`config.mk`:
```
export PLATFORM = sky130hd
export DESIGN_NAME = id_ex_stage
export DESIGN_NICKNAME = d
export VERILOG_FILES = /design/src/rtl/id_ex_stage_pkg.sv /design/src/rtl/id_ex_stage_forward_unit.sv /design/src/rtl/id_ex_stage.sv
export SDC_FILE = /design/constraint.sdc
export NUM_CORES = 1
export LEC_CHECK = 0
export CAP_MARGIN = 40
export CORE_ASPECT_RATIO = 1.75
export CORE_MARGIN = 2
export CORE_UTILIZATION = 47
export CTS_BUF_LIST = sky130_fd_sc_hd__clkbuf_8
export DETAILED_ROUTE_END_ITERATION = 8
export PLACE_DENSITY = 0.94
export SETUP_SLACK_MARGIN = 0.5
export SYNTH_ARGS = -nofsm -noshare
export SYNTH_HDL_FRONTEND = slang
export SYNTH_SLANG_ARGS = --single-unit
export TNS_END_PERCENT = 30
```
`constraint.sdc`:
```
create_clock -name clk_i -period 5.4 [get_ports clk_i]
set_input_delay 0.54 -clock clk_i [delete_from_list [all_inputs] [get_ports clk_i]]
set_output_delay 0.54 -clock clk_i [all_outputs]
set_load 0.005 [all_outputs]
```
`src/rtl/id_ex_stage_pkg.sv`:
```
// -----------------------------------------------------------------------------
// id_ex_stage_pkg
// Shared CPU definitions used by the ID/EX pipeline stage:
//   - alu_op_e  : 3-bit ALU opcode encodings
//   - REG_X0    : index of the hard-wired zero register
//   - fwd_sel_e : operand source select produced by the forwarding unit
//   - fwd_hit() : "this write-back source produces the register we read" test
// -----------------------------------------------------------------------------
package id_ex_stage_pkg;

  typedef enum logic [2:0] {
    ALU_AND  = 3'b000,
    ALU_XOR  = 3'b001,
    ALU_SLL  = 3'b010,
    ALU_ADD  = 3'b011,
    ALU_SUB  = 3'b100,
    ALU_MUL  = 3'b101,
    ALU_ADDI = 3'b110,
    ALU_SRAI = 3'b111
  } alu_op_e;

  localparam logic [4:0] REG_X0 = 5'd0;

  typedef enum logic [1:0] {
    FWD_HELD  = 2'b00,
    FWD_MEMWB = 2'b01,
    FWD_EXMEM = 2'b10
  } fwd_sel_e;

  // x0 is never a forwarding target: its value is architecturally constant.
  function automatic logic fwd_hit(input logic       we,
                                   input logic [4:0] rd,
                                   input logic [4:0] rs);
    return we && (rd != REG_X0) && (rd == rs);
  endfunction

endpackage

```
`src/rtl/id_ex_stage_forward_unit.sv`:
```
// -----------------------------------------------------------------------------
// forward_unit
// Chooses the source of each ALU operand from the held source register indices
// and the two in-flight write-back sources. EX/MEM is younger than MEM/WB, so
// it wins when both match.
// Ports:
//   rs1_addr_i, rs2_addr_i  held source register indices
//   exmem_rd_i, exmem_reg_write_i  EX/MEM destination and write enable
//   memwb_rd_i, memwb_reg_write_i  MEM/WB destination and write enable
//   fwd_a_o, fwd_b_o        operand select (00 held, 01 MEM/WB, 10 EX/MEM)
// -----------------------------------------------------------------------------
module forward_unit
  import id_ex_stage_pkg::*;
(
  input  logic [4:0] rs1_addr_i,
  input  logic [4:0] rs2_addr_i,
  input  logic [4:0] exmem_rd_i,
  input  logic       exmem_reg_write_i,
  input  logic [4:0] memwb_rd_i,
  input  logic       memwb_reg_write_i,
  output fwd_sel_e   fwd_a_o,
  output fwd_sel_e   fwd_b_o
);

  function automatic fwd_sel_e pick(input logic [4:0] rs);
    if (fwd_hit(exmem_reg_write_i, exmem_rd_i, rs))      return FWD_EXMEM;
    else if (fwd_hit(memwb_reg_write_i, memwb_rd_i, rs)) return FWD_MEMWB;
    else                                                 return FWD_HELD;
  endfunction

  always_comb begin
    fwd_a_o = pick(rs1_addr_i);
    fwd_b_o = pick(rs2_addr_i);
  end

endmodule

```
`src/rtl/id_ex_stage.sv`:
```
// -----------------------------------------------------------------------------
// id_ex_stage
// ID/EX pipeline register with operand forwarding on its output side.
// Ports:
//   clk_i, rst_i (sync, active-high), stall_i (hold), flush_i (bubble)
//   valid_i, rs1/rs2_data_i, imm_i, rs1/rs2/rd_addr_i, alu_ctrl_i, alu_src_i,
//   reg_write_i                      decode-stage instruction fields
//   exmem_rd_i/_reg_write_i/_data_i  EX/MEM forwarding source
//   memwb_rd_i/_reg_write_i/_data_i  MEM/WB forwarding source
//   valid_o, data1_o, data2_o, alu_ctrl_o, rd_addr_o, reg_write_o
// Priority on the clock edge: reset > flush > stall > capture.
// -----------------------------------------------------------------------------
module id_ex_stage
  import id_ex_stage_pkg::*;
#(
  parameter int DATA_W = 32
) (
  input  logic              clk_i,
  input  logic              rst_i,
  input  logic              stall_i,
  input  logic              flush_i,
  input  logic              valid_i,
  input  logic [DATA_W-1:0] rs1_data_i,
  input  logic [DATA_W-1:0] rs2_data_i,
  input  logic [DATA_W-1:0] imm_i,
  input  logic [4:0]        rs1_addr_i,
  input  logic [4:0]        rs2_addr_i,
  input  logic [4:0]        rd_addr_i,
  input  logic [2:0]        alu_ctrl_i,
  input  logic              alu_src_i,
  input  logic              reg_write_i,
  input  logic [4:0]        exmem_rd_i,
  input  logic              exmem_reg_write_i,
  input  logic [DATA_W-1:0] exmem_data_i,
  input  logic [4:0]        memwb_rd_i,
  input  logic              memwb_reg_write_i,
  input  logic [DATA_W-1:0] memwb_data_i,
  output logic              valid_o,
  output logic [DATA_W-1:0] data1_o,
  output logic [DATA_W-1:0] data2_o,
  output logic [2:0]        alu_ctrl_o,
  output logic [4:0]        rd_addr_o,
  output logic              reg_write_o
);

  logic              valid_q,     valid_d;
  logic [DATA_W-1:0] rs1_data_q,  rs1_data_d;
  logic [DATA_W-1:0] rs2_data_q,  rs2_data_d;
  logic [DATA_W-1:0] imm_q,       imm_d;
  logic [4:0]        rs1_addr_q,  rs1_addr_d;
  logic [4:0]        rs2_addr_q,  rs2_addr_d;
  logic [4:0]        rd_addr_q,   rd_addr_d;
  alu_op_e           alu_ctrl_q,  alu_ctrl_d;
  logic              alu_src_q,   alu_src_d;
  logic              reg_write_q, reg_write_d;

  fwd_sel_e          fwd_a, fwd_b;
  logic [DATA_W-1:0] op_a, op_b;

  always_comb begin
    // Hold by default; this is the stall behaviour.
    valid_d     = valid_q;
    rs1_data_d  = rs1_data_q;
    rs2_data_d  = rs2_data_q;
    imm_d       = imm_q;
    rs1_addr_d  = rs1_addr_q;
    rs2_addr_d  = rs2_addr_q;
    rd_addr_d   = rd_addr_q;
    alu_ctrl_d  = alu_ctrl_q;
    alu_src_d   = alu_src_q;
    reg_write_d = reg_write_q;

    if (flush_i) begin
      valid_d     = 1'b0;
      rs1_data_d  = '0;
      rs2_data_d  = '0;
      imm_d       = '0;
      rs1_addr_d  = REG_X0;
      rs2_addr_d  = REG_X0;
      rd_addr_d   = REG_X0;
      alu_ctrl_d  = ALU_AND;
      alu_src_d   = 1'b0;
      reg_write_d = 1'b0;
    end else if (stall_i) begin
      // A writer retiring from MEM/WB while we are held would otherwise leave
      // a stale operand once it is no longer available for forwarding.
      if (fwd_hit(memwb_reg_write_i, memwb_rd_i, rs1_addr_q)) rs1_data_d = memwb_data_i;
      if (fwd_hit(memwb_reg_write_i, memwb_rd_i, rs2_addr_q)) rs2_data_d = memwb_data_i;
    end else begin
      valid_d     = valid_i;
      rs1_data_d  = rs1_data_i;
      rs2_data_d  = rs2_data_i;
      imm_d       = imm_i;
      rs1_addr_d  = rs1_addr_i;
      rs2_addr_d  = rs2_addr_i;
      rd_addr_d   = rd_addr_i;
      alu_ctrl_d  = alu_op_e'(alu_ctrl_i);
      alu_src_d   = alu_src_i;
      reg_write_d = reg_write_i & valid_i;
    end
  end

  always_ff @(posedge clk_i) begin
    if (rst_i) begin
      valid_q     <= 1'b0;
      rs1_data_q  <= '0;
      rs2_data_q  <= '0;
      imm_q       <= '0;
      rs1_addr_q  <= REG_X0;
      rs2_addr_q  <= REG_X0;
      rd_addr_q   <= REG_X0;
      alu_ctrl_q  <= ALU_AND;
      alu_src_q   <= 1'b0;
      reg_write_q <= 1'b0;
    end else begin
      valid_q     <= valid_d;
      rs1_data_q  <= rs1_data_d;
      rs2_data_q  <= rs2_data_d;
      imm_q       <= imm_d;
      rs1_addr_q  <= rs1_addr_d;
      rs2_addr_q  <= rs2_addr_d;
      rd_addr_q   <= rd_addr_d;
      alu_ctrl_q  <= alu_ctrl_d;
      alu_src_q   <= alu_src_d;
      reg_write_q <= reg_write_d;
    end
  end

  forward_unit u_forward_unit (
    .rs1_addr_i        (rs1_addr_q),
    .rs2_addr_i        (rs2_addr_q),
    .exmem_rd_i        (exmem_rd_i),
    .exmem_reg_write_i (exmem_reg_write_i),
    .memwb_rd_i        (memwb_rd_i),
    .memwb_reg_write_i (memwb_reg_write_i),
    .fwd_a_o           (fwd_a),
    .fwd_b_o           (fwd_b)
  );

  always_comb begin
    case (fwd_a)
      FWD_EXMEM: op_a = exmem_data_i;
      FWD_MEMWB: op_a = memwb_data_i;
      default:   op_a = rs1_data_q;
    endcase
    case (fwd_b)
      FWD_EXMEM: op_b = exmem_data_i;
      FWD_MEMWB: op_b = memwb_data_i;
      default:   op_b = rs2_data_q;
    endcase
  end

  assign valid_o     = valid_q;
  assign data1_o     = op_a;
  assign data2_o     = alu_src_q ? imm_q : op_b;
  assign alu_ctrl_o  = alu_ctrl_q;
  assign rd_addr_o   = rd_addr_q;
  // Redundant with the capture-time masking, but keeps the output safe by
  // construction whatever state the registers hold.
  assign reg_write_o = reg_write_q & valid_q;

endmodule

```
Word-level counts from Yosys, hierarchy flattened:

Cells that the tools add are included.

* register bits after elaboration: 117
* bits of input ports: 197
* word-level logic and storage cells: 42

* eq/ne operators: 10
* multiplexer cells: 11
* bitwise operators: 2
* reductions and logical operators: 9

Operators with widths (number)
* 32-bit two-way mux: 5
* 32-bit case mux with 2 select lines: 2
* 5-bit == test: 4
* 5-bit nonzero test: 2
* 1-bit logical AND: 6
* 2-bit by 1-bit == test with 1-bit output (second input constant): 2
* 2-bit == test (second input constant): 2
* 2-bit two-way mux: 2
* 2-bit by 1-bit != test with 1-bit output (second input constant): 2
* 1-bit bitwise AND: 2
* 1-bit two-way mux: 2
* 2-bit OR reduction: 1

Depth between registers and ports, before layout:

* word-level depth: 8
* mapped depth: 8
* mapped depth without buffers: 5

Hierarchy:

A second synthesis with hierarchy kept.

* cell total of the unflattened synthesis: 738
* area total of the unflattened synthesis: 6317.3 µm²

Modules (own cells, without submodules)
* id_ex_stage: times used 1, cells an instance 704, area an instance 6059.6 µm², seq. area each 2342.2 µm²
* forward_unit: times used 1, cells an instance 34, area an instance 257.7 µm², seq. area each 0.0 µm²

Least setup slack after synthesis:

Ideal clock, no wire load.

* path type: input-to-output
* start point: input port memwb_rd_i[0]
* end point: output port data1_o[0]
* arrival: 2.051 ns
* data required time: 4.860 ns
* slack: 2.809 ns
* stages: 8
* cells stage by stage: or4_1 o21a_1 buf_6 and4_4 buf_6 buf_6 mux2i_1 a21oi_1

* longest elaborated chain between the ends: 7
* elaborated cells on any way between the ends: 9

Ends and longest elaborated chain
* start: declaration: line id_ex_stage.sv:35 `input logic [4:0] memwb_rd_i,`
* 5-bit nonzero test: line id_ex_stage_pkg.sv:34 `return we && (rd != REG_X0) && (rd == rs);`
* 1-bit logical AND: line id_ex_stage_pkg.sv:34
* 1-bit logical AND *: line id_ex_stage_pkg.sv:34
* 1-bit two-way mux *: line id_ex_stage_forward_unit.sv:27 `else if (fwd_hit(memwb_reg_write_i, memwb_rd_i, rs)) return FWD_MEMWB;`
* 2-bit two-way mux *: line id_ex_stage_forward_unit.sv:26 `if (fwd_hit(exmem_reg_write_i, exmem_rd_i, rs)) return FWD_EXMEM;`
* 2-bit by 1-bit == test with 1-bit output / 2-bit == test (equally long branches): line id_ex_stage.sv:141 `case (fwd_a)`
* 32-bit case mux with 2 select lines *: line id_ex_stage.sv:141
* end: declaration: line id_ex_stage.sv:39 `output logic [DATA_W-1:0] data1_o,`

Mark *: on every way between the ends. The rest lies on a longest branch, timed or not.

Worst setup path after layout:

* start point: input port memwb_rd_i[4]
* end point: output port data2_o[14]

* longest elaborated chain between the ends: 8
* elaborated cells on any way between the ends: 10

Ends and longest elaborated chain
* 5-bit nonzero test: line id_ex_stage_pkg.sv:34
* 1-bit logical AND: line id_ex_stage_pkg.sv:34
* 1-bit logical AND *: line id_ex_stage_pkg.sv:34
* 1-bit two-way mux *: line id_ex_stage_forward_unit.sv:27
* 2-bit two-way mux *: line id_ex_stage_forward_unit.sv:26
* 2-bit by 1-bit == test with 1-bit output / 2-bit == test (equally long branches): line id_ex_stage.sv:146 `case (fwd_b)`
* 32-bit case mux with 2 select lines *: line id_ex_stage.sv:146
* 32-bit two-way mux *: line id_ex_stage.sv:155 `assign data2_o = alu_src_q ? imm_q : op_b;`
* end: declaration: line id_ex_stage.sv:40 `output logic [DATA_W-1:0] data2_o,`

Marked as above.

==> flow_metrics.env <==
export IMPL_status="completed"
export IMPL_die_w_um=90.9
export IMPL_synthToLayoutAreaGrowth_pct=50.5
export IMPL_powerDensity_nw_per_um2=232
export IMPL_critPathLaunchType="input pin"
export IMPL_ys_types=30
export IMPL_viasPerCell=5.91
export IMPL_antenna_found_initial=2
export IMPL_hold_path_class="register to register"
export IMPL_rrSetupSlack_ns=2.97
export IMPL_syn_nets=986
export IMPL_power_leakage_nw=3.51
export IMPL_grt_pass1_wl_um=36100
export IMPL_routed_wl_um=23400
export IMPL_die_h_um=156
export IMPL_core_area_um2=12900
export IMPL_tightest_slew_ns=0.926
export IMPL_placedCellCount=1167
export IMPL_fin_crit_sh=0.836
export IMPL_cts_repair_resize_count=0
export IMPL_num_rows=55
export IMPL_path_clk_slew_ns=0.08
export IMPL_grt_util_all_layers=0.319
export IMPL_max_cap_violations=0
export IMPL_layout_cells_non_filler=1201
export IMPL_io_pin_count=271
export IMPL_numPortBuffers=270
export IMPL_report_final_hold_viol_count=0
export IMPL_overflow=0
export IMPL_holdPathStages=2
export IMPL_numCtsBuffers=17
export IMPL_hp_start="rs2_data_q[4]$_SDFFE_PP0P_"
export IMPL_synthFlopType="dfxtp_1"
export IMPL_worstPathArrival_ns=3.97
export IMPL_ant_nets=0
export IMPL_r2r_end="rs2_data_q[21]$_SDFFE_PP0P_"
export IMPL_ys_ff_latch=117
export IMPL_die_area_um2=14200
export IMPL_internal_power_mw=1.60
export IMPL_crit_type="input pin to primary output"
export IMPL_period_minus_slack_ns=4.51
export IMPL_pwr_share_clk=0.378
export IMPL_cts_sinks=117
export IMPL_worstSetupEndpointType="primary output"
export IMPL_post_cts_buffers=0
export IMPL_required_ns=4.86
export IMPL_r2r_cells=7
export IMPL_initial_utilization=0.480
export IMPL_wl_per_cell_um=19.4
export IMPL_cpMaxStageDelayCell="nand3_4"
export IMPL_nNetsFinal=1212
export IMPL_slowest_delay_ns=0.79
export IMPL_dr_pass1_iters=5
export IMPL_p_sw_frac=0.261
export IMPL_hold_buffers=0
export IMPL_switchingPower_mw=0.566
export IMPL_place_area_um2=8940
export IMPL_final_area_um2=9350
export IMPL_final_layout_size_suffix_gt1_frac=0.0516
export IMPL_initialDrtViolationCount=530
export IMPL_seq_area_frac_synth=0.377
export IMPL_fmax_mhz=222
export IMPL_synth_edf_count=0
export IMPL_whs_ns=0.482
export IMPL_crit_reg2reg_launch="rs2_addr_q[1]$_SDFFE_PP0N_"
export IMPL_slew_viol_final=0
export IMPL_clockRootBuffer="clkbuf_8"
export IMPL_vias=7099
export IMPL_yosysWarnings=0
export IMPL_grt_pass1_vias=7175
export IMPL_cp_max_fo=64
export IMPL_cpMostUsedCell="clkdlybuf4s50_1"
export IMPL_rsz0062_at_grt="false"
export IMPL_post_dp_hpwl_um=15900
export IMPL_synth_async_reset_ratio=0
export IMPL_worst_skew_pair_late_latency_ns=0.43
export IMPL_cp_cell_sequence="clkdlybuf4s50_1, or4_1, o21a_1, nand3_4, a221oi_1, o31ai_1, clkdlybuf4s50_1"
export IMPL_syn_area_per_cell_um2=7.87
export IMPL_cts_tree="built"
export IMPL_p_seq_frac=0.423
export IMPL_fin_worst_skew_ns=0.0129
export IMPL_place_congestion=0.908
export IMPL_setup_viol_count_final=0
export IMPL_hold_end="rs2_data_q[4]$_SDFFE_PP0P_"
export IMPL_synth_area_um2=6210
export IMPL_cts_max_level=4
export IMPL_drc_errors=0
export IMPL_syn_inst=789
export IMPL_max_slew_margin_rel=0.383
export IMPL_grt_max_degree=119
export IMPL_comb_power_share=0.199
export IMPL_clk_path_buf_depth=2
export IMPL_irDropWorstVdd_mv=0.177
export IMPL_final_setup_tns_ns=0
-- registers in the layout (all words and copies together), names as in the netlist --
name         cells
valid_o          1
rs2_data_q      32
alu_src_q        1
rs1_data_q      32
rs1_addr_q       5
rd_addr_o        5
rs2_addr_q       5
alu_ctrl_o       3
reg_write_q      1
imm_q           32
-- cell usage in the layout (no fill, tap or decap), types with 10 or more instances in the layout --
cell / synthesis / final
a21oi_1: 65 / 65
a221oi_1: 32 / 32
a31oi_1: 32 / 32
and3_1: 33 / 33
buf_4: 1 / 12
clkbuf_8: 0 / 21
clkdlybuf4s50_1: 0 / 269
dfxtp_1: 117 / 116
mux2i_1: 83 / 83
nand2_1: 97 / 97
nor2_1: 120 / 118
o21ai_0: 65 / 65
o31ai_1: 32 / 32
xnor2_1: 10 / 10
xor2_1: 10 / 10
-- stage by stage --
step / setup slack (ns) / util / power (mW)
floorplan: 2.81 / - / 1.09
global placement: 1.01 / 0.687 / 1.34
detailed placement: 0.961 / 0.691 / 1.36
CTS: 0.923 / 0.722 / 2.17
global route: 0.680 / 0.722 / 2.24
finish: 0.887 / 0.722 / 2.17
-- cells by family (layout without fill, tap and decap cells) --
group                     after synthesis  after routing  synth area share
other                                   0              2                 0
muxes                                  83             83             0.134
xor gates and xnor gates               20             20            0.0282
and+or+nand+nor                       264            264             0.182
AOI/OAI and AO/OA                     228            228             0.223
DFF                                   117            117             0.377
buffers and inverters                  77            316            0.0556
-- power by group through the flow --
stage               combinational, mW  clock, mW  sequential (mW)
floorplan                       0.165          0            0.928
global placement                0.411          0            0.933
detailed placement              0.424          0            0.934
CTS                             0.427      0.829            0.915
global route                    0.460      0.861            0.919
finish                          0.431      0.819            0.916
-- synthesized netlist by cell type (2+ instances only) --
library cell | count | area (um^2)
or4_1 | 3 | 22.5
buf_2 | 12 | 60.1
nor3_1 | 2 | 10.0
buf_6 | 5 | 56.3
nor2_1 | 120 | 450
a221oi_1 | 32 | 280
nand2_1 | 97 | 364
buf_1 | 5 | 18.8
o31ai_1 | 32 | 240
and3_1 | 33 | 206
o21ai_0 | 65 | 325
xor2_1 | 10 | 87.6
a31oi_1 | 32 | 200
mux2i_1 | 83 | 831
clkbuf_1 | 54 | 203
xnor2_1 | 10 | 87.6
dfxtp_1 | 117 | 2340
a21oi_1 | 65 | 325
-- critical path: cells and delay by family --
family | cells | cell delay, ns
simple gates | 2 | 0.93
buf+inv | 2 | 1.04
compound gates | 3 | 1.41
-- layer usage --
metal / GRT usage / part of all wire / up-vias / wire, um
li1: - / - / 3271 / -
met1: 0.339 / 0.35 / 3333 / 8250
met2: 0.564 / 0.52 / 407 / 12000
met3: 0.0763 / 0.078 / 88 / 1820
met4: 0.202 / 0.053 / 0 / 1250
met5: 0 / 0 / - / 0
-- area by class of cell --
type | count | area, um^2
tap | 171 | 214
fill | 981 | 3590
sequential | 117 | 2340
clock buffer | 21 | 289
multi-input combinational | 595 | 3540
clock inverter | 11 | 109
antenna | 2 | 5.00
timing repair buffer | 284 | 2840
-- worst max path at each step --
stage	start	endpoint	cells after the start
global placement	memwb_rd_i[0]	data2_o[1]	7
CTS	memwb_rd_i[4]	data2_o[24]	7
detailed placement	memwb_rd_i[4]	data2_o[24]	7
global route	memwb_rd_i[4]	data2_o[6]	7
finish	memwb_rd_i[4]	data2_o[14]	7
floorplan	memwb_rd_i[0]	data1_o[0]	8
Note: power is estimated with default switching activity, not from simulation.
==> patch 1 (config.mk and constraints unchanged) <==
Make the reset (`rst_i`) asynchronous in one clocked block.
--- a/src/rtl/id_ex_stage.sv
+++ b/src/rtl/id_ex_stage.sv
@@ -101,5 +101,5 @@
   end
 
-  always_ff @(posedge clk_i) begin
+  always_ff @(posedge clk_i or posedge rst_i) begin
     if (rst_i) begin
       valid_q     <= 1'b0;
Function: differs if rst_i is asserted again (counterexample within 4 cycles, from zero or initial values and one cycle with rst_i high); with rst_i held inactive, the same outputs for 4 cycles.
==> patch 1 against the unedited design <==
Cell area up 7.4%. Via count down 11%. Sequential cell count unchanged. Synthesized area up 8.2%. Routed wire length about the same. Power up 16%. Worst setup slack better by 0.44 ns. Clock skew up 0.0064 ns.
==> patch 1: results (changes against the unedited design) <==
| Metric | Value |
|---|---|
| Register-to-Register Path Depth | `6 (-1)` |
| Seq/Total Area, Yosys | `0.436 (+0.0586)` |
| Hold Worst Slack | `0.442 ns (-0.0401 ns)` |
| Async SR Flop Fraction | `1.00 (+1.00)` |
| Setup slack at placement | `1.33 ns (+0.372 ns)` |
| Critical Path AT | `3.54 ns (-0.43 ns)` |
| Share of cells above drive strength 1 | `0.0957 (+0.0441)` |
| Final wirelength | `23.4 mm (about the same)` |
| Status | `complete, no violations` |
| Placed wire-length estimate | `16.6 mm (+4.6%)` |
| Number of cells after detailed placement | `1044 (-11%)` |
| Vias in the first global route | `6838 (-4.7%)` |
| Slowest cell on the critical path | `or4_1` |
| Reg2reg setup slack | `2.50 ns (-0.47 ns)` |
| Layout Nets | `1083 (-11%)` |
| FF-to-FF Start | `rs1_addr_q[3]` |
| Placer Congestion | `0.922 (+1.6%)` |
| Maximum VDD drop | `0.179 mV (+1.0%)` |
| Fillers | `973 (-0.82%)` |
| Syn Nets | `839 (-15%)` |
| N_diodes | `0 (-2)` |
| GR Layer Usage met1 | `0.344 (+0.00502)` |
| Synth area leaders | `dfrtp_1, mux2i_1, mux2_4` |
| Leak | `4.38 nW (+25%)` |
| Top FF cell, synth | `dfrtp_1` |
| Initial antenna violation count | `0 (-2)` |
| Drt wl/cell | `21.7 um (+12%)` |
| First-pass GRT wire length | `36.0 mm (-0.19%)` |
| GRT Util Overall | `0.309 (-0.0100)` |
| Crit Path Max Fanout | `34 (-47%)` |
| Met3 Track Usage GR | `0.0714 (-0.00490)` |
| Post-synth top cells | `nor2_1, dfrtp_1, mux2i_1` |
| Via Count | `6340 (-11%)` |
| Hold Path Class | `primary input to asynchronous set/reset pin` |
[patch 1: through the flow]
step	instance area (sq um)	utilization
floorplan	6720	-
global placement	9480	0.681
detailed placement	9590	0.689
CTS	10000	0.722
global route	10000	0.722
finish	10000	0.722
[patch 1: cells by family (layout without fill, tap and decap cells)]
group | Yosys count | in the layout | share of synthesized area
and+or+nand+nor | 168 | 168 | 0.114
muxes | 147 | 147 | 0.242
AOI/OAI and AO/OA | 131 | 131 | 0.140
DFF | 117 | 117 | 0.436
buffers and inverters | 59 | 316 | 0.0425
xor gates and xnor gates | 20 | 20 | 0.0261
[patch 1: cell type report]
cell class                      count  share of cell area
Timing Repair Buffer              282               0.287
Clock buffer                       17              0.0233
Sequential cell                   117               0.292
Multi-Input combinational cell    466               0.353
Clock inverter                     15              0.0217
Tap cell                          177              0.0221
Inverter                            2            0.000997
[patch 1: worst max path at each step]
stage                         end  cells past startpoint  slack (ns)           from
finish                 data1_o[1]                      9        1.32  exmem_rd_i[0]
global route          data1_o[29]                      9        1.19  exmem_rd_i[0]
CTS                    data1_o[1]                      9        1.34  exmem_rd_i[0]
detailed placement     data1_o[1]                      9        1.33  exmem_rd_i[0]
global placement      data1_o[31]                      8        1.18  exmem_rd_i[0]
floorplan           alu_ctrl_o[0]                      1        1.76          rst_i
[patch 1: power breakdown]
group	leakage, nW	internal, W	switching [W]
registers	1.53	0.000935	0.0000407
clock network	0.224	0.000516	0.000406
logic	2.62	0.000369	0.000243
total	4.38	0.00182	0.000690
[patch 1: metal layers]
metal | vias up | share of wire
li1 | 2826 | -
met2 | 362 | 0.51
met3 | 112 | 0.072
met1 | 3040 | 0.36
met4 | 0 | 0.066
met5 | - | 0
==> patch 2 (same flow settings) <==
Without the edit above. Set the package constant `REG_X0` to 5'd1 (it was 5'd0).
--- a/src/rtl/id_ex_stage_pkg.sv
+++ b/src/rtl/id_ex_stage_pkg.sv
@@ -20,5 +20,5 @@
   } alu_op_e;
 
-  localparam logic [4:0] REG_X0 = 5'd0;
+  localparam logic [4:0] REG_X0 = 5'd1;
 
   typedef enum logic [1:0] {
Check against the original RTL: not equivalent (a bounded check fails within 4 cycles, from zero or initial values).
==> patch 2 against the unedited design <==
Critical endpoint is now data2_o[8]. Synthesized area is essentially flat. Critical path depth grew 2. Clock skew shrank 0.0016 ns. Sequential cell count is the same. Final cell count grew 0.17%. Die area is essentially flat. Routed wire length grew 1.3%. Synthesized cell count grew 0.13%. Sequential share of layout area shrank 0.29 points. Worst hold slack gained 0.0014 ns. Worst setup slack gained 0.16 ns. Power grew 7.0%. Cell area grew 1.2%. Clock power grew 18%.
==> patch 2: results (changes against the unedited design) <==
| Metric | Value |
|---|---|
| Post-route minimum period | `4.36 ns (-0.158 ns)` |
| Drt wl/cell | `19.7 um (+1.1%)` |
| Pin count of the biggest net entering global routing | `81 (-32%)` |
| Routed vias/inst | `5.92 (+0.20%)` |
| Synth Area in XOR/XNOR | `0.0282 (about the same)` |
| Library cells used by synthesis | `32 (+6.7%)` |
| Data buffer area share | `0.303 (-0.00112)` |
| Status | `complete, no violations` |
| Clock buffer cells | `18 (-14%)` |
| Seq pwr share | `0.396 (-0.027)` |
| P per Cell Area | `245 nW/um^2 (+5.8%)` |
| Slew margin rel. | `0.472 (+0.0891)` |
| Placer Congestion | `0.925 (+1.9%)` |
| Post-synth top cells | `dfxtp_1, nor2_1, nand2_1` |
| N_diodes | `3 (+1)` |
| Crit Path Max Fanout | `33 (-48%)` |
| Nonclk buf count | `286 (+0.70%)` |
| Fraction of area in registers | `0.248 (-0.00289)` |
| Gate power share | `0.186 (-0.013)` |
| Reg2reg setup slack | `2.98 ns (about the same)` |
| Placed wire-length estimate | `16.6 mm (+4.2%)` |
| FF-to-FF Start | `rs2_addr_q[3]` |
| Setup slack at placement | `1.10 ns (+0.143 ns)` |
| Setup crit start | `memwb_rd_i[3]` |
| Maximum VDD drop | `0.141 mV (-20%)` |
| CP delay by family, top | `buffers and inverters` |
| First-pass GRT wire length | `36.4 mm (+0.94%)` |
| R2R Path End | `rs2_data_q[10]` |
| Critical Path AT | `3.82 ns (-0.15 ns)` |
| Vias in the first global route | `7072 (-1.4%)` |
| Critical Path Sink | `data2_o[8]` |
| Multi-input gate area | `3550 sq um (about the same)` |
| Clock-cell share of area | `0.0507 (+0.00811)` |
| Detailed Route Iter0 Violations | `409 (-23%)` |
| Final wirelength | `23.7 mm (+1.3%)` |
| Cells after Synth | `790 (+0.13%)` |
| Critical path's largest stage delay | `0.56 ns (-0.23 ns)` |
| Synth area leaders | `dfxtp_1, mux2i_1, nor2_1` |
| Postcts setup bufs | `0 (unchanged)` |
| Syn Nets | `987 (+0.10%)` |
| Multiplexer share of the synthesized area | `0.134 (about the same)` |
| Compound-Gate Fraction of Synth Area | `0.222 (-0.000896)` |
| P_sw | `0.000563 W (-0.53%)` |
| Slowest cell on the critical path | `clkdlybuf4s50_1` |
| Fillers | `958 (-2.3%)` |
| Share of cells above drive strength 1 | `0.0534 (+0.00189)` |
| Initial antenna violation count | `3 (+1)` |
[patch 2: layer usage]
layer  wire (um)  vias up  track usage
met3        1890      135       0.0657
met4        1870        0        0.258
met2       12000      462        0.572
met5           0        -            0
li1            -     3273            -
met1        7920     3255        0.338
[patch 2: metrics by stage]
step	cell area [sq um]	hold slack [ns]
global route	9450	0.500
finish	9450	0.483
CTS	9450	0.482
detailed placement	8970	0.471
global placement	8910	0.457
floorplan	6210	0.448
[patch 2: how the worst min path moves through the flow]
| stage | startpoint | endpoint |
|---|---|---|
| 2_1_floorplan | rs2_data_q[26] | rs2_data_q[26] |
| 3_3_place_gp | rd_addr_o[0] | rd_addr_o[0] |
| 3_5_place_dp | rs2_data_q[10] | rs2_data_q[10] |
| 4_1_cts | rs2_data_q[30] | rs2_data_q[30] |
| 5_1_grt | rs2_data_q[12] | rs2_data_q[12] |
| 6_report | rs2_data_q[30] | rs2_data_q[30] |
